--- config.mk ---
export PLATFORM = sky130hd
export DESIGN_NAME = blood_sample_receiver
export DESIGN_NICKNAME = d
export VERILOG_FILES = /design/src/rtl/blood_sample_receiver.sv
export SDC_FILE = /design/constraint.sdc
export NUM_CORES = 1
export LEC_CHECK = 0
export ABC_AREA = 1
export BUFFER_PORTS_ARGS = -buffer_cell sky130_fd_sc_hd__clkbuf_2
export CORE_MARGIN = 10
export CORE_UTILIZATION = 45
export CTS_CLUSTER_DIAMETER = 60
export DETAILED_ROUTE_END_ITERATION = 10
export SETUP_SLACK_MARGIN = 0.4
export SYNTH_ARGS = -nofsm -noshare
export SYNTH_HDL_FRONTEND = slang
export SYNTH_SLANG_ARGS = --single-unit
--- constraint.sdc ---
create_clock -name clk -period 2.16 [get_ports clk]
set_input_delay 0.108 -clock clk [delete_from_list [all_inputs] [get_ports clk]]
set_output_delay 0.108 -clock clk [all_outputs]
set_load 0.005 [all_outputs]
--- src/rtl/blood_sample_receiver.sv ---
// Serial blood-sensor frame receiver: 10-bit strobed frames in, parallel pH/type sample out.
// Optional BLOOD_PH_RANGE_CHECK_EN rejects the reserved pH code 4'hF as a frame error.
module blood_sample_receiver #(
    parameter int TIMEOUT_CYCLES = 255
) (
    input  logic       clk,
    input  logic       reset,
    input  logic       sensorStrobe,
    input  logic       sensorBit,
    input  logic       sampleReady,
    output logic [3:0] bloodPH,
    output logic [2:0] bloodType,
    output logic       sampleValid,
    output logic       frameError,
    output logic       overrun
);
    localparam int TW = $clog2(TIMEOUT_CYCLES + 1);
    localparam logic [TW-1:0] TMO_MAX = TW'(TIMEOUT_CYCLES);

    typedef enum logic [1:0] {
        S_IDLE   = 2'd0,
        S_DATA   = 2'd1,
        S_PARITY = 2'd2,
        S_STOP   = 2'd3
    } state_t;

    state_t          r_state;
    state_t          w_next;
    logic [2:0]      r_bitcnt;
    logic [6:0]      r_shift;
    logic            r_par;
    logic [TW-1:0]   r_tmo;
    logic [3:0]      r_ph;
    logic [2:0]      r_type;
    logic            r_valid;
    logic            r_err;
    logic            r_ovr;

    logic            w_timeout;
    logic            w_frame_done;
    logic            w_ph_ok;
    logic            w_good;
    logic            w_bad;
    logic            w_free;
    logic            w_load;

    function automatic logic even_par7(input logic [6:0] d);
        return ^d;
    endfunction

    assign w_timeout    = (r_state != S_IDLE) && (r_tmo == TMO_MAX);
    assign w_frame_done = (r_state == S_STOP) && sensorStrobe && !w_timeout;
`ifdef BLOOD_PH_RANGE_CHECK_EN
    assign w_ph_ok      = (r_shift[6:3] != 4'hF);
`else
    assign w_ph_ok      = 1'b1;
`endif
    assign w_good       = w_frame_done && !sensorBit && (r_par == even_par7(r_shift)) && w_ph_ok;
    assign w_bad        = w_frame_done && !w_good;
    assign w_free       = !r_valid || sampleReady;
    assign w_load       = w_good && w_free;

    // Next-state: a timeout abandons the frame even if a strobe arrives that cycle
    always_comb begin
        w_next = r_state;
        if (w_timeout) begin
            w_next = S_IDLE;
        end else if (sensorStrobe) begin
            case (r_state)
                S_IDLE:   if (sensorBit) w_next = S_DATA; else w_next = S_IDLE;
                S_DATA:   if (r_bitcnt == 3'd6) w_next = S_PARITY; else w_next = S_DATA;
                S_PARITY: w_next = S_STOP;
                S_STOP:   w_next = S_IDLE;
                default:  w_next = S_IDLE;
            endcase
        end else begin
            w_next = r_state;
        end
    end

    // FSM state register
    always_ff @(posedge clk) begin
        if (reset) begin
            r_state <= S_IDLE;
        end else begin
            r_state <= w_next;
        end
    end

    // Deserializer: bit counter, shift register, parity capture, inter-bit timer
    always_ff @(posedge clk) begin
        if (reset) begin
            r_bitcnt <= 3'd0;
            r_shift  <= 7'd0;
            r_par    <= 1'b0;
            r_tmo    <= '0;
        end else begin
            if (sensorStrobe && !w_timeout) begin
                case (r_state)
                    S_IDLE:   r_bitcnt <= 3'd0;
                    S_DATA: begin
                        r_bitcnt <= r_bitcnt + 3'd1;
                        r_shift  <= {r_shift[5:0], sensorBit};
                    end
                    S_PARITY: r_par <= sensorBit;
                    default:  r_bitcnt <= r_bitcnt;
                endcase
            end
            if ((r_state == S_IDLE) || w_timeout || sensorStrobe) begin
                r_tmo <= '0;
            end else begin
                r_tmo <= r_tmo + TW'(1);
            end
        end
    end

    // Output sample holding register and status pulses
    always_ff @(posedge clk) begin
        if (reset) begin
            r_ph    <= 4'h0;
            r_type  <= 3'h0;
            r_valid <= 1'b0;
            r_err   <= 1'b0;
            r_ovr   <= 1'b0;
        end else begin
            r_err <= w_bad || w_timeout;
            r_ovr <= w_good && !w_free;
            if (w_load) begin
                r_ph    <= r_shift[6:3];
                r_type  <= r_shift[2:0];
                r_valid <= 1'b1;
            end else if (r_valid && sampleReady) begin
                r_valid <= 1'b0;
            end
        end
    end

    assign bloodPH     = r_ph;
    assign bloodType   = r_type;
    assign sampleValid = r_valid;
    assign frameError  = r_err;
    assign overrun     = r_ovr;

endmodule
[Word-level counts from Yosys, hierarchy flattened]
Index checks and enable logic that the tools add are counted.
Cells by class
  multiplexer cells: 6
  reductions and logical operators: 29
  add/sub/neg operators: 2
  equality and inequality tests: 6
Operator list (count)
  1-bit logical AND: 10
  8-bit by 1-bit adder with 8-bit output (second input constant): 1
  8-bit equality test (second input constant): 1
  2-bit case mux with 4 select lines: 1
  7-bit XOR reduction: 1
  3-bit case mux with 2 select lines: 1
  2-bit AND reduction: 3
  2-bit nonzero test: 3
  1-bit logical NOT: 5
  2-bit equality test (second input constant): 2
  1-bit logical OR: 4
  2-bit OR reduction: 2
  3-bit by 1-bit adder with 3-bit output (second input constant): 1
  3-bit equality test (second input constant): 1
  1-bit two-way mux: 3
  2-bit by 1-bit equality test with 1-bit output (second input constant): 1
  2-bit logical NOT: 1
  2-bit two-way mux: 1
  1-bit equality test: 1
Storage, ports and cells
  flip-flop bits (word level): 31
  logic and storage cells: 53
  input port bits: 5
  output and inout port bits: 10

[Longest topological paths before layout]
Gate-level depths: netlist (run 1).
  word-level depth: 9
  mapped depth: 14
  depth with buffers taken out: 13

[Least setup slack after synthesis (run 1)]
OpenSTA, ideal clock, no wires.
  path kind: flip-flop to flip-flop
  from: register r_tmo[0]
  to: register r_type[2], in the netlist bloodType[2]
  stages on the path, launching flop included: 11
  setup time: 0.113 ns
  period minus slack after synthesis: 1.495 ns
  required time: 2.047 ns
  data arrival time: 1.383 ns
  path buffers: 1
  slack: 0.665 ns
  cells stage by stage: dfxtp_1 -> ha_1 -> nand3_2 -> nor2_1 -> nand3_1 -> nand2_1 -> nor2_2 -> nand4_4 -> buf_6 -> nor2_1 -> nor2_1
On the way
  longest elaborated chain between the ends: 7
Ends and longest elaborated chain
  start: declaration: RTL line 32  | logic [TW-1:0] r_tmo;
  start signal: assignment: RTL line 112  | r_tmo <= r_tmo + TW'(1);
  8-bit equality test: RTL line 51  | assign w_timeout = (r_state != S_IDLE) && (r_tmo == TMO_MAX);
  1-bit logical AND: RTL line 51
  1-bit logical NOT: RTL line 52  | assign w_frame_done = (r_state == S_STOP) && sensorStrobe && !w_timeout;
  1-bit logical AND: RTL line 52
  1-bit logical AND (2 in a row): RTL line 58  | assign w_good = w_frame_done && !sensorBit && (r_par == even_par7(r_shift)) && w_ph_ok;
  1-bit logical AND: RTL line 61  | assign w_load = w_good && w_free;
  end signal: assignment: RTL line 130  | r_type <= r_shift[2:0];
  end: declaration: RTL line 34  | logic [2:0] r_type;
Every way passes these cells.
A chain may end at the register's enable or synchronous reset.

[Worst setup path in the final report (run 1)]
Ends and elaborated chain as after synthesis.

==> impl_results.md, run 1 <==
* Status: finished, final reports clean
* Finished Layout Cells at 259
* Critical path buffers and inverters at 0
* Residual DRC count at 0
* Die height at 76.40 um
* Delay-heaviest family, CP: simple AND/OR/NAND/NOR gates
* Clock sinks at 31
* Biggest cell delay along the critical path at 330 ps
* Root Buffer: clkbuf_4
* Crit path cell chain: ha_1, nand3_2, nor2_2, nand3_1, nand2_1, nor2_2, nand4_4, nand2_1, nand2_1, nor2_1
* Cell Rows at 20
* Met1 Use GR at a little over a tenth
* Sequential group share of total power at around half
* GR Util All Layers at 9.477%
* Initial core utilization at 46.89%
* CTS buffer count at 5
* Clock Path Buffers at 2
* Synthesized cell area at roughly 0.0014 mm^2
* DRT Wirelength at 2624 um
* Slew headroom at 69.16%
* Synth Instances at between 150 and 200
* IO buf count at 14
* Tmin final at 1639 ps
* Nets at 222
* Ys flop type: dfxtp_1
* Maximum vdd drop at 332.3 uV
* DR pass1 iterations at 4
* Avg Vias per Cell at roughly 4.6
* Most Frequent Cell on Critical Path: nand2_1
* Post-Place Cell Area at 0.001526 mm^2
* Sequential area share after synthesis at 43.36%
* Hold/Removal Path Class: in2reg
* Worst EP required at 2430 ps
* Net Switching at 0.0002700 W
* Switching part of the total at about a quarter
* Chip width at around 76 um
* WHS at 35.90 ps
* Die Footprint at 0.005837 mm^2
* Pwr Density at about 710 mW/mm^2
* First-pass GRT wire length at between 4000 and 5000 um
* Core box area at 0.003053 mm^2
* Final setup fails at 0
* Post-synth top cells: 44 x nand2_1, 31 x dfxtp_1, 28 x nor2_1
* Highest net fanout along the worst path at 14
* Ys async rst share at 0%
* Logic pwr share at ~7%
* Clk_skew at 8.728 ps
* Slowest cell on crit path: dfxtp_1
* Measured slew at the worst slew-check pin at 462.0 ps
* Max Slew Vio Count at 0
* Register bit total from synthesis at 31
* Antenna viol nets, final at 0
* Peak Freq at 610.0 MHz
* Count leader, synth: nand2_1
* CTS tree: yes
* Largest net degree at the start of global routing at 18
* H-tree depth at 2
* Syn_nets at 203
* Arrival time at the worst endpoint at 1910 ps
* Worst-Skew Late Latency at 330 ps
* Met2 GRT Util at 15.14%
* Critical path class: reg2reg
* Final TNS setup at 0 ps
* Leading post-synthesis cells by cell area: dfxtp_1 43%, nand2_1 12%, nor2_1 7.3%
* Fill cell count at 319
* Remaining Overflow, GRT at 0
* Top Ports at 15
* # diodes at 0
* Drt wl/cell at 10.13 um
* Worst setup EP type: register
* Post-synth EDFFs at 0
* Unrepaired setup endpoints after global routing: yes
* Post-synth top area cell: dfxtp_1
* Leak Pwr at 0.7209 nW
* Met3 usage at under 10%
* Number of global-route vias before repair at approximately 1100
* Unique masters post-synth at 25
* Share of cells above drive strength 1 at between 20% and 30%
* Tcrit/Tclk final at between 70% and 80%
* Dpl hpwl at approximately 2000 um
* Initial antenna violation count at 0
* Synth warn at 0
* Power share of the clock group at 41.7%
* Area share of the largest cell type after synthesis at 43.36%
* CP startpoint kind: register
* Mapped Avg Cell Area at about 7.3 um^2
* Starting DRT DRC Count at 39
* Max-cap violations at 0
* Gr busiest metal: met2
* Post-route cell area at 0.001632 mm^2
* DR vias at about 1200
* RePlAce Congestion at just under 0.8
* Hold Violations, Final at 0
* Area Overhead vs Synth at 13.99%
* P_int at 0.0008804 W
* Placed cells at 250
* Clk slew on worst S/H paths at 100 ps
==> worst paths after layout <==
kind,start,end,slack [ps],depth (start not counted)
setup reg to reg,r_tmo[0]$_SDFF_PP0_,bloodType[2]$_SDFFE_PP0P_,520,10
hold / removal,reset,frameError$_SDFF_PP0_,40,2
setup / recovery,r_tmo[0]$_SDFF_PP0_,bloodType[2]$_SDFFE_PP0P_,520,10
hold reg to reg,r_tmo[0]$_SDFF_PP0_,r_tmo[0]$_SDFF_PP0_,460,1
==> per-layer routing <==
layer	up-vias	wire, um
met2	17	1188
met4	0	13
met3	2	133
met5	-	0
met1	524	1288
li1	653	-
==> cells in the final DEF (no fill, tap or decap), drive strengths merged <==
| cell type | n |
|---|---|
| inv | 27 |
| dfxtp | 31 |
| nand4 | 2 |
| bufinv | 1 |
| a211oi | 1 |
| o21ai | 11 |
| buf | 1 |
| or2 | 1 |
| clkbuf | 20 |
| nand3 | 9 |
| nor4 | 1 |
| nand3b | 1 |
| xor2 | 3 |
| clkinv | 1 |
| xnor2 | 1 |
| nor2 | 30 |
| nand2 | 50 |
| a21oi | 15 |
| nor3 | 4 |
| ha | 3 |
| nor3b | 2 |
==> cell families (layout without fill, tap and decap cells) <==
| group | after synthesis | count (layout) | share of synthesized area (%) |
|---|---|---|---|
| adders and majority gates | 3 | 3 | 2.623 |
| AOI/OAI and AO/OA | 27 | 27 | 9.615 |
| DFF | 31 | 31 | 43.36 |
| xor gates and xnor gates | 4 | 4 | 2.448 |
| and+or+nand+nor | 100 | 100 | 32.78 |
| buffers and inverters | 30 | 50 | 9.178 |
==> worst register-to-register path, delay by kind of cell (launching register included) <==
kind | cells | cell delay (ps)
and+or+nand+nor | 9 | 1020
DFF | 1 | 330
adders and majority gates | 1 | 230
==> flip-flops by register name, indices dropped and copies added, names as in the netlist, named ones only <==
name / count
bloodPH: 4
bloodType: 3
frameError: 1
overrun: 1
r_bitcnt: 3
r_par: 1
r_shift: 7
r_state: 1
r_tmo: 8
sampleValid: 1
==> cell type report <==
| class | count | area, um^2 | area share, % |
|---|---|---|---|
| sequential | 31 | 620.6 | 38.04 |
| inverter | 27 | 101.3 | 6.212 |
| clock buffer | 6 | 51.30 | 3.144 |
| tap | 44 | 55.05 | 3.374 |
| timing repair buffer | 15 | 77.57 | 4.755 |
| clock inverter | 2 | 35.03 | 2.147 |
| multi-input combinational | 134 | 690.7 | 42.33 |
==> through the flow <==
stage	setup slack, ps	total power (W)	utilization (%)
CTS	457.9	0.001164	52.83
floorplan	664.5	0.0006647	-
global placement	581.4	0.0006796	50.00
global route	366.8	0.001198	53.44
detailed placement	478.5	0.0006821	50.00
finish	520.7	0.001150	53.44
==> timing repair <==
item	in CTS	in global routing
endpoints found under the setup margin	0	15
hold buffers	0	0
buffers inserted	0	1
resized for setup	0	2
==> power groups by stage <==
stage	sequential (W)	clock (W)	combinational, W
5_1_grt	0.000592	0.000513	0.0000934
2_1_floorplan	0.000602	0	0.0000629
3_5_place_dp	0.000604	0	0.0000782
6_report	0.000591	0.000480	0.0000791
3_3_place_gp	0.000604	0	0.0000757
4_1_cts	0.000591	0.000494	0.0000783
Note: power is estimated with default switching activity, not from simulation.
==> run 2, diff against run 1 <==
Clock period 2.16 ns to 1.7 ns, I/O delays scaled along.
==> run 2 against run 1 <==
Against the previous run: worst hold slack improved by 25 ps; die area did not move; total power rose by 22%; worst setup slack got worse by 310 ps; critical path type unchanged; highest routed layer unchanged; global-route usage rose by 1.7 points; routed wire length rose by 26%; non-clock buffer count rose by 12; fmax rose by 10%; count of clock-buffer cells in the layout rose by 2; first-iteration DRC count rose by 62%.
==> impl_results.md, run 2 (synthesis results as in run 1) <==
* Status: finished, final reports clean
* # diodes at 0 (unchanged)
* First-pass GRT wire length at 5547 um (+18%)
* Largest net degree at the start of global routing at 18 (unchanged)
* Max Slew Vio Count at 0 (unchanged)
* Number of global-route vias before repair at 1346 (+18%)
* Initial antenna violation count at 0 (unchanged)
* M1 wire length at 1483 um (+15%)
* DR vias at 1386 (+16%)
* Max FFs per register at 8 (unchanged)
* Residual DRC count at 0 (unchanged)
* Arrival time at the worst endpoint at 1770 ps (-140 ps)
* Top Layer Used: met4
* Worst setup EP type: register
* IO buf count at 14 (unchanged)
* Cell Rows at 20 (unchanged)
* DR pass1 iterations at 4 (unchanged)
* CTS tree: yes
* Clock Path Buffers at 2 (unchanged)
* Unrepaired setup endpoints after global routing: yes
* Die height at 76.40 um (unchanged)
* Tcrit/Tclk final at 87.60% (+12 points)
* Avg Vias per Cell at 5.077 (+9.9%)
* Worst EP required at 1980 ps (-450 ps)
* Drt wl/cell at 12.14 um (+20%)
* Antenna viol nets, final at 0 (unchanged)
* Hold/Removal Path Class: in2reg
* Max-cap violations at 0 (unchanged)
* Most frequent cells in the layout: 36 x nand2_1, 26 x nor2_1, 22 x dfxtp_1
* H-tree depth at 2 (unchanged)
* RePlAce Congestion at 0.8898 (+12%)
* Slew headroom at 55.90% (-13 points)
* Tmin final at 1489 ps (-150.1 ps)
* Critical path class: reg2reg
* Core box area at 0.003053 mm^2 (unchanged)
* Pwr Density at 745.6 mW/mm^2 (+5.8%)
* Met3 routed WL at 180 um (+35%)
* Share of cells above drive strength 1 at 37.99% (+17 points)
* GR Util All Layers at 11.16% (+1.7 points)
* Root Buffer: clkbuf_4
* Area Overhead vs Synth at 31.47%
* Clk slew on worst S/H paths at 100 ps (about the same)
* Fill cell count at 288 (-9.7%)
* Dpl hpwl at 2083 um (+6.3%)
* Die Footprint at 0.005837 mm^2 (unchanged)
* Final TNS setup at 0 ps (unchanged)
* Met2 Routed Length at 1591 um (+34%)
* Peak Freq at 671.5 MHz (+10%)
* Clk_skew at 10.56 ps (+1.834 ps)
* Final setup fails at 0 (unchanged)
* Highest net fanout along the worst path at 7 (-7)
* Starting DRT DRC Count at 63 (+62%)
* Hold Violations, Final at 0 (unchanged)
* Worst Hold Depth at 3 (+1)
* Leak Pwr at 0.8151 nW (+13%)
* Top Ports at 15 (unchanged)
* Post-route cell area at 0.001882 mm^2 (+15%)
* Post-Place Cell Area at 0.001579 mm^2 (+3.4%)
* Nets at 236 (+6.3%)
* CP startpoint kind: register
* Measured slew at the worst slew-check pin at 659.0 ps (+197.0 ps)
* Commonest non-fill, non-tap cell in the layout: nand2_1
* Clock sinks at 31 (unchanged)
* DRT Wirelength at 3313 um (+26%)
* Chip width at 76.40 um (unchanged)
* Worst reg2reg path depth at 5 (-5)
* Initial core utilization at 46.89% (unchanged)
* Maximum vdd drop at 409.6 uV (+23%)
* Remaining Overflow, GRT at 0 (unchanged)
* CTS buffer count at 5 (unchanged)
* Most flops, register: r_tmo
* Worst-Skew Late Latency at 340 ps (about the same)
run 2: path summary, 6_finish.rpt:
| path | to | startpoint | slack, ps |
|---|---|---|---|
| worst max-delay path | r_shift[0]$_SDFFE_PP0P_ | r_state[0]$_SDFFE_PP0P_ | 210 |
| worst min-delay path | r_state[0]$_SDFFE_PP0P_ | sensorStrobe | 60 |
| worst max register to register | r_shift[0]$_SDFFE_PP0P_ | r_state[0]$_SDFFE_PP0P_ | 210 |
| worst min register to register | r_shift[6]$_SDFFE_PP0P_ | r_shift[6]$_SDFFE_PP0P_ | 470 |
run 2: critical path: stages (launching register included):
cell,delay (ps)
dfxtp_1,380
inv_1,80
nor2_1,510
nand2_4,160
buf_4,170
a21oi_2,110
run 2: area by class of cell:
| type | count | area (um^2) | share of cell area (%) |
|---|---|---|---|
| Clock buffer | 8 | 68.82 | 3.657 |
| Inverter | 27 | 103.9 | 5.519 |
| Multi-Input combinational cell | 136 | 844.6 | 44.88 |
| Sequential cell | 31 | 639.4 | 33.98 |
| Tap cell | 44 | 55.05 | 2.926 |
| Timing Repair Buffer | 27 | 170.2 | 9.043 |
run 2: power by group:
| part | internal [W] | switching (W) | total, W |
|---|---|---|---|
| clock network | 0.000243 | 0.000259 | 0.000503 |
| logic | 0.0000517 | 0.0000980 | 0.000150 |
| registers | 0.000737 | 0.0000138 | 0.000751 |
| total | 0.00103 | 0.000371 | 0.00140 |
run 2: metrics by stage:
step	setup WS [ps]	hold slack (ps)	instances	power [W]	utilization, %
finish	210.8	60.87	273	0.001403	61.64
global route	107.3	99.96	273	0.001463	61.64
CTS	226.7	46.36	268	0.001398	58.73
detailed placement	160.0	353.8	250	0.0008740	51.72
global placement	199.0	360.0	250	0.0008701	51.72
floorplan	299.2	154.1	195	0.0008518	-
run 2: routing by layer:
layer / vias to the layer above / GRT usage [%]
met1: 652 / 11.98
met2: 39 / 19.13
met3: 7 / 4.245
met4: 0 / 4.647
li1: 688 / -
met5: - / 0
run 2: repair_timing:
item                                   CTS  global route
setup buffers                            8             4
cloned                                   1             1
hold buffers                             1             0
setup endpoints to repair               21            31
endpoints found under the hold margin    2             0
pin swaps                               12             7
gates resized for setup                 17            15
==> run 3, diff against run 2 <==
Settings changed: ABC_AREA 1 to unset, BUFFER_PORTS_ARGS -buffer_cell sky130_fd_sc_hd__clkbuf_2 to -buffer_cell sky130_fd_sc_hd__buf_2.
==> run 3 against run 2 <==
Against the previous run: utilization increased by 0.78 points; worst hold slack worse by 23 ps; synthesized area about the same; count of clock-buffer cells in the layout shrank 1; largest cell class unchanged; sequential power fell by 3%; register-to-register slack worse by 130 ps; cell count is 15% lower; die area is essentially flat; combinational power down 46%.
==> impl_results.md, run 3 <==
* Met2 GRT Util at 16.67% (-2.5 points)
* Status: finished, final reports clean
* CTS buffer count at 5 (unchanged)
* Die Footprint at 0.005841 mm^2 (about the same)
* Leading post-synthesis cells by cell area: dfxtp_1 43%, mux2i_1 10%, nand2b_1 6.6%
* Remaining Overflow, GRT at 0 (unchanged)
* Area share of the largest cell type after synthesis at 43.32% (about the same)
* P_int at 0.0009227 W (-11%)
* Max-cap violations at 0 (unchanged)
* Net Switching at 0.0002970 W (-20%)
* Final worst setup slack at 82.75 ps (-128.0 ps)
* Synth Instances at 155 (-21%)
* DR pass1 iterations at 6 (+2)
* Unique masters post-synth at 34 (+36%)
* Hold/Removal Path Class: in2reg
* Most frequent cells in the layout: 18 x nor2_1, 17 x dfxtp_1, 15 x nand2b_1, 15 x mux2i_1, 14 x buf_2
* Synth warn at 0 (unchanged)
* Nets at 196 (-17%)
* Largest net degree at the start of global routing at 22 (+4)
* Final setup fails at 0 (unchanged)
* Chip width at 76.43 um (about the same)
* Clock sinks at 31 (unchanged)
* IO buf count at 14 (unchanged)
* Measured slew at the worst slew-check pin at 316.5 ps (-342.5 ps)
* Power share of the clock group at 33.4% (-2.4 points)
* Tmin final at 1617 ps (+128.0 ps)
* # diodes at 0 (unchanged)
* Highest net fanout along the worst path at 7 (unchanged)
* Mapped Avg Cell Area at 9.243 um^2 (+26%)
* Switching part of the total at 24.35% (-2.1 points)
* Post-route cell area at 0.001906 mm^2 (+1.3%)
* Biggest cell delay along the critical path at 360 ps (-150 ps)
* Drt wl/cell at 13.20 um (+8.8%)
* Met3 usage at 4.009% (-0.24 points)
* Max FFs per register at 8 (unchanged)
* Post-synth top cells: 31 x dfxtp_1, 22 x nor2_1, 15 x mux2i_1, 15 x nand2b_1, 9 x xnor2_1
* Multi-input logic area at 885.9 um^2 (+4.9%)
* Cell Rows at 20 (unchanged)
* CP startpoint kind: register
* Starting DRT DRC Count at 48 (-24%)
* Count leader, synth: dfxtp_1
* First-pass GRT wire length at 5154 um (-7.1%)
* H-tree depth at 2 (unchanged)
* Post-Place Setup Slack at 57.24 ps (-102.8 ps)
* Area Overhead vs Synth at 33.01%
* Arrival time at the worst endpoint at 1880 ps (+110 ps)
* Die height at 76.43 um (about the same)
* Delay-heaviest family, CP: XOR/XNOR gates
* Worst setup EP type: register
* Initial antenna violation count at 0 (unchanged)
* Dpl hpwl at 1963 um (-5.8%)
* Most flops, register: r_tmo
* Maximum vdd drop at 403.3 uV (-1.5%)
* Crit path cell chain: xnor2_2, xnor2_1, xnor2_1, nor4b_2, buf_4, mux2i_1
* Worst EP required at 1960 ps (-20 ps)
* Placed cells at 207 (-17%)
* DR vias at 1158 (-16%)
* Slowest cell on crit path: dfxtp_2
* Initial core utilization at 46.93% (about the same)
* Fill cell count at 282 (-2.1%)
* Number of global-route vias before repair at 1122 (-17%)
* Tcrit/Tclk final at 95.13% (+7.5 points)
* Peak Freq at 618.3 MHz (-7.9%)
* Met1 Use GR at 12.84% (+0.86 points)
* Core box area at 0.003053 mm^2 (unchanged)
* Share of cells above drive strength 1 at 40.21% (+2.2 points)
* Post-Place Cell Area at 0.001584 mm^2 (+0.32%)
* Slew headroom at 78.87% (+23 points)
* CTS tree: yes
* Critical path buffers and inverters at 1 (-1)
* Post-synth EDFFs at 0 (unchanged)
* Top Ports at 15 (unchanged)
* Finished Layout Cells at 233 (-15%)
* Syn_nets at 163 (-20%)
* RePlAce Congestion at 0.8130 (-8.6%)
* Clk slew on worst S/H paths at 90 ps (about the same)
* Avg Vias per Cell at 4.970 (-2.1%)
* Register area at 648.1 um^2 (+1.4%)
* Sequential group share of total power at 60.0% (+6.5 points)
* Post-synth top area cell: dfxtp_1
* Hold-fix buffers, CTS at 0 (-1)
* Post-layout util at 62.42% (+0.78 points)
* Antenna viol nets, final at 0 (unchanged)
* Worst-Skew Late Latency at 330 ps (about the same)
* Hold Violations, Final at 0 (unchanged)
* Root Buffer: clkbuf_4
* Register bit total from synthesis at 31 (unchanged)
* Pwr Density at 640.1 mW/mm^2 (-14%)
* Sequential area share after synthesis at 43.32% (about the same)
* Max Slew Vio Count at 0 (unchanged)
* Ys flop type: dfxtp_1
* Most Frequent Cell on Critical Path: xnor2_1
* Ys async rst share at 0% (unchanged)
* Unrepaired setup endpoints after global routing: yes
* Synthesized cell area at 0.001433 mm^2 (about the same)
* Leak Pwr at 0.7327 nW (-10%)
* Commonest non-fill, non-tap cell in the layout: nor2_1
* Critical path class: reg2reg
* Clock Path Buffers at 2 (unchanged)
* Residual DRC count at 0 (unchanged)
* Logic pwr share at 6.6% (-4.1 points)
* GR Util All Layers at 10.81% (-0.35 points)
* Gr busiest metal: met2
* DRT Wirelength at 3075 um (-7.2%)
* Clk_skew at 5.322 ps (-5.240 ps)
* Power consumption at 0.001220 W (-13%)
[run 3: changes by cell type in the layout (fill, tap and decap cells not counted), moves of 9 or more]
cell,delta
mux2i_1,+15
nand2_2,-10
inv_1,-14
clkbuf_2,-14
nand2_1,-29
buf_2,+14
inv_2,-9
nand2b_1,+15
[run 3: power groups by stage]
stage	combinational (W)	clock [W]	sequential, W
finish	0.0000809	0.000407	0.000732
global route	0.0000883	0.000457	0.000733
CTS	0.0000742	0.000426	0.000733
detailed placement	0.0000628	0	0.000754
global placement	0.0000614	0	0.000753
floorplan	0.0000491	0	0.000750
[run 3: routing by layer]
layer,share of wire (%),vias to the layer above,wire length (um)
met5,0,-,0
met3,3.8,6,116
met4,1.8,0,55
met2,47,17,1441
li1,-,594,-
met1,48,541,1461
[run 3: kinds of logic after synthesis]
kind of cell | synth area share (%)
compound gates | 6.726
buf+inv | 4.017
xor+xnor | 7.948
mux | 10.48
simple gates | 24.89
fa+ha+maj | 2.620
flops | 43.32
[run 3: worst register-to-register path: cells and delay by family, from the launching register on]
kind,cells,cell delay [ps]
buffers and inverters,1,220
XOR/XNOR,3,530
AND/OR/NAND/NOR,1,240
flip-flops,1,360
multiplexers,1,200
[run 3: area by class of cell]
class                           count  area share [%]
Timing Repair Buffer               34           13.39
Clock inverter                      1          0.2626
Inverter                            3          0.5909
Tap cell                           44           2.889
Clock buffer                        7           2.364
Sequential cell                    31           34.01
Multi-Input combinational cell    113           46.49
[run 3: worst paths after layout]
path / startpoint / depth (start not counted) / slack (ps) / to
max: r_shift[3]$_SDFFE_PP0P_ / 6 / 80 / bloodPH[3]$_SDFFE_PP0P_
max reg2reg: r_shift[3]$_SDFFE_PP0P_ / 6 / 80 / bloodPH[3]$_SDFFE_PP0P_
min: sensorStrobe / 2 / 40 / r_tmo[6]$_SDFF_PP0_
min reg2reg: bloodPH[1]$_SDFFE_PP0P_ / 2 / 480 / bloodPH[1]$_SDFFE_PP0P_
[run 3: through the flow]
step                      setup TNS (ps)  hold WS (ps)
after CTS                              0         33.13
after floorplan                        0         228.8
after global routing              -120.6         37.27
after global placement                 0         382.2
final                                  0         38.22
after detailed placement               0         390.7
[run 3: timing repair]
action | in CTS | in global routing
pin swaps | 16 | 12
setup buffers | 12 | 5
endpoints found under the setup margin | 29 | 30
gates resized for setup | 16 | 17
hold endpoints to repair | 0 | 0
cloned | 1 | 0
